===== src/rtl/jtbubl_gfx_rom.sv =====
// Graphics ROM front-end: a one-entry, 32-bit-line cache over the SDRAM read port.
// Each SDRAM read fetches an even/odd pair of 16-bit ROM words.
module jtbubl_gfx_rom #(
  parameter logic [21:0] BASE     = 22'h0,
  parameter int unsigned DW_SDRAM = 32
) (
  input  logic                clk,
  input  logic                rst_n,
  input  logic                gfx_cs,
  input  logic [17:0]         gfx_addr,
  output logic [15:0]         gfx_data,
  output logic                gfx_ok,
  output logic                sdram_req,
  output logic [21:0]         sdram_addr,
  input  logic                sdram_ack,
  input  logic                sdram_rdy,
  input  logic [DW_SDRAM-1:0] sdram_data
);

  typedef enum logic [1:0] {StIdle, StReq, StWait} state_e;

  state_e      state_q, state_d;
  logic [31:0] data_q, data_d;
  logic [16:0] tag_q, tag_d;
  logic        valid_q, valid_d;
  logic [16:0] pend_q, pend_d;
  logic        ok_q, ok_d;
  logic [15:0] dout_q, dout_d;
  logic [17:0] ok_addr_q, ok_addr_d;
  logic        hit;

  assign hit = valid_q && (tag_q == gfx_addr[17:1]);

  always_comb begin
    state_d   = state_q;
    data_d    = data_q;
    tag_d     = tag_q;
    valid_d   = valid_q;
    pend_d    = pend_q;
    ok_d      = 1'b0;
    dout_d    = dout_q;
    ok_addr_d = ok_addr_q;
    case (state_q)
      StIdle: begin
        if (gfx_cs) begin
          if (hit) begin
            ok_d      = 1'b1;
            dout_d    = gfx_addr[0] ? data_q[31:16] : data_q[15:0];
            ok_addr_d = gfx_addr;
          end else begin
            pend_d  = gfx_addr[17:1];
            state_d = StReq;
          end
        end
      end
      StReq: begin
        if (sdram_ack) begin
          // Controllers with zero read latency deliver data together with the ack
          if (sdram_rdy) begin
            data_d  = sdram_data[31:0];
            tag_d   = pend_q;
            valid_d = 1'b1;
            state_d = StIdle;
          end else begin
            state_d = StWait;
          end
        end
      end
      StWait: begin
        if (sdram_rdy) begin
          data_d  = sdram_data[31:0];
          tag_d   = pend_q;
          valid_d = 1'b1;
          state_d = StIdle;
        end
      end
      default: state_d = StIdle;
    endcase
  end

  always_ff @(posedge clk) begin
    if (!rst_n) begin
      state_q   <= StIdle;
      data_q    <= 32'h0;
      tag_q     <= 17'h0;
      valid_q   <= 1'b0;
      pend_q    <= 17'h0;
      ok_q      <= 1'b0;
      dout_q    <= 16'h0;
      ok_addr_q <= 18'h0;
    end else begin
      state_q   <= state_d;
      data_q    <= data_d;
      tag_q     <= tag_d;
      valid_q   <= valid_d;
      pend_q    <= pend_d;
      ok_q      <= ok_d;
      dout_q    <= dout_d;
      ok_addr_q <= ok_addr_d;
    end
  end

  // The registered ok is only trusted while the address it was computed for is still presented
  assign gfx_ok     = ok_q && (gfx_addr == ok_addr_q);
  assign gfx_data   = dout_q;
  assign sdram_req  = (state_q == StReq);
  assign sdram_addr = BASE + {5'b0, pend_q};

endmodule


===== config.mk =====
export PLATFORM = sky130hd
export DESIGN_NAME = jtbubl_gfx_rom
export DESIGN_NICKNAME = d
export VERILOG_FILES = /design/src/rtl/jtbubl_gfx_rom.sv
export SDC_FILE = /design/constraint.sdc
export NUM_CORES = 1
export LEC_CHECK = 0
export CORE_MARGIN = 1
export CORE_UTILIZATION = 45
export DETAILED_ROUTE_END_ITERATION = 16
export GPL_TIMING_DRIVEN = 0
export HOLD_SLACK_MARGIN = 0.06
export PLACE_DENSITY = 0.82
export SLEW_MARGIN = 5
export SYNTH_ARGS = -nofsm -noshare
export SYNTH_HDL_FRONTEND = slang
export SYNTH_SLANG_ARGS = --single-unit

===== constraint.sdc =====
create_clock -name clk -period 4.3 [get_ports clk]
set_input_delay 0.86 -clock clk [delete_from_list [all_inputs] [get_ports clk]]
set_output_delay 0.86 -clock clk [all_outputs]
set_load 0.02 [all_outputs]

==> reports/results.ini <==
[yosys]
syn_area_per_cell_um2=8.43
synth-seq-cells=104
synth_cell_types=28
ys_seq_area_share_pct=44.5
async_flop_share_pct=0
yosysWarningCount=0
syn_area_um2=4680
synth_edf_count=0
synth_cells=555
synth_flop_cell=dfxtp_1

[floorplanning]
fp.coreArea_um2=9910
ioPinCount=95
fp.dieH_um=104
die_w_um=104
num_rows=36
dieArea_um2=10800
start_util_pct=47.2

[setup_path]
crit_path_end_kind=output pin
cp_cell_sequence=clkdlybuf4s50_1, xnor2_1, nand4_1, or4_1, nor4_1, clkdlybuf4s50_1
crit_buf_inv=2
worst-path-max-fanout=3
cpLargestDelayFamily=buffers and inverters
reg2reg_from=tag_q[4]
crit_start=gfx_addr[3]
timing.critical_path.mode_cell=clkdlybuf4s50_1
critPathArrivalTime_ns=3.20
start_kind=input pin
slowest_delay_ns=0.66
crit_type=input pin to output pin
crit_slowest_cell=clkdlybuf4s50_1
required_ns=3.44

[route]
routed.top_layer=met4
vias=4493
dr.first_iter.drc_count=284
drt_first_pass_iters=8
avgViaCountPerCell=5.65
wl_met2_um=6570
met1_length_um=5560
drcViolationCount=0
route.antenna.remaining_nets=0
wire_per_inst_um=17.0
routed_wl_um=13600
wl_met3_um=1160

[sta]
rsz0062_at_grt=no
finalSetupViolCount=0
maxSlewViolCount=0
hold_viol_final=0
slew-limit-headroom_pct=58.1
fin_skew_ns=0.0157
worst-slew-pin-transition_ns=0.628
min_period_ns=4.06
fin_crit_sh_pct=94.5
max_freq_mhz=246
fin_setup_tns_ns=0

[worst_hold_path]
hold_path.class=register to register
hold_start=data_q[15]

[clock_tree]
clkTransAtPathRegs_ns=0.09
clock_tree.root_cell=clkbuf_8
post_cts_buffers=0
numClockSinks=104
cts_made_buffers=9
htree_num_levels=3
clk_path_buf_depth=2
cts_resized=0
clock_latency_ns=0.37
cts_tree=built
cts_hold_buf=0

[global_route]
overflow=0
antenna_found_initial=0
grt_max_degree=17
grt_pass1_wl_um=22000
grt.total_usage_pct=25.5
grt_pass1_vias=4521

[place]
dpl.cell_count=779
finalWeightedCongestion=0.931
hpwl_um=9770
portBuffers=87

[final_layout]
area.growth.synth_to_final_pct=27.4
post-route-util_pct=60.2
antenna-diode-count=0
nets=712
fin_cells=795
drive_gt1_share_pct=6.80

[outcome]
status=completed

[power_and_ir_drop]
peakVddDrop_mv=0.177
powerDensity_nw_per_um2=335
p_leak_nw=1.93

[run]
maxCapViolCount=0

==> kinds of logic (layout without fill, tap and decap cells) <==
family                 count (synthesis)  count (layout)  share of synthesized area [%]
AO/OA/AOI/OAI                         85              85                           11.9
AND/OR/NAND/NOR                      227             227                           20.4
buffers and inverters                 52             155                           5.29
XOR/XNOR                              35              35                           6.55
multiplexers                          51              51                           11.3
other                                  1               5                         0.0801
flip-flops                           104             104                           44.5
==> layer usage <==
metal  vias up  global-route usage, %
met3        22                   6.08
met1      2114                   31.3
met5         -                      0
li1       2107                      -
met4         0                   8.57
met2       250                   43.7
==> flip-flops by register name, indices dropped and copies added (netlist names) <==
| signal | cells |
|---|---|
| state_q | 2 |
| ok_q | 1 |
| ok_addr_q | 18 |
| data_q | 32 |
| pend_q | 17 |
| valid_q | 1 |
| tag_q | 17 |
| gfx_data | 16 |
==> worst reg2reg max path: stages (launching register included) <==
cell,delay [ns]
dfxtp_1,0.33
xnor2_1,0.18
nand4_1,0.21
nor2_1,0.19
clkbuf_1,0.41
clkbuf_1,0.47
nand4_1,0.16
o311ai_0,0.16
==> per-stage QoR <==
step                instance area, um^2  worst slack, ns  power [mW]  hold WS [ns]
floorplan                          4690             1.06        1.18         0.433
global placement                   5730            0.283        1.31         0.439
detailed placement                 5730            0.252        1.32         0.446
CTS                                5960            0.253        1.99         0.459
global route                       5960            0.116        2.06         0.481
finish                             5960            0.236        2.00         0.458
==> worst paths after layout <==
kind	end	slack, ns	cells after the start
max	gfx_ok	0.24	6
min	data_q[15]	0.46	2
max reg2reg	pend_q[6]	2.07	7
min reg2reg	data_q[15]	0.46	2
==> cells in the mapped netlist, drive strengths merged (2+ instances only) <==
cell type,count,area (um^2)
nand2,171,642
dfxtp,104,2080
a21oi,50,250
clkbuf,38,143
mux2i,35,350
xnor2,32,280
nand4,25,156
nor2,21,78.8
a32oi,17,149
o311ai,17,149
mux2,16,180
buf,13,101
xor2,3,26.3
nor2b,2,12.5
nor3,2,21.3
==> placed cells by master (no fill, tap or decap), types with 2 or more instances in the layout <==
cell,count
buf_2,3
conb_1,5
o311ai_0,17
clkbuf_8,11
nor2_1,21
xnor2_1,32
clkbuf_1,39
nand2_1,171
xor2_1,3
nor2b_1,2
clkdlybuf4s50_1,87
buf_4,5
mux2_2,16
dfxtp_1,104
nand4_1,25
buf_6,4
a32oi_1,17
mux2i_1,35
a21oi_1,50
bufinv_16,2
==> final cells by class <==
class,instances,area (um^2)
well taps,133,166
repair buffers,87,871
clock buffers,12,155
fillers,868,3950
inverters,1,3.75
flip-flops and latches,104,2080
multi-input cells,403,2360
plain buffers,51,244
clock inverters,4,76.3
==> power by group <==
| part | switching [mW] | internal [mW] |
|---|---|---|
| combinational | 0.152 | 0.127 |
| sequential | 0.0287 | 0.994 |
| clock | 0.334 | 0.361 |
| total | 0.515 | 1.48 |
No activity file was read; power rests on OpenSTA's default activity.
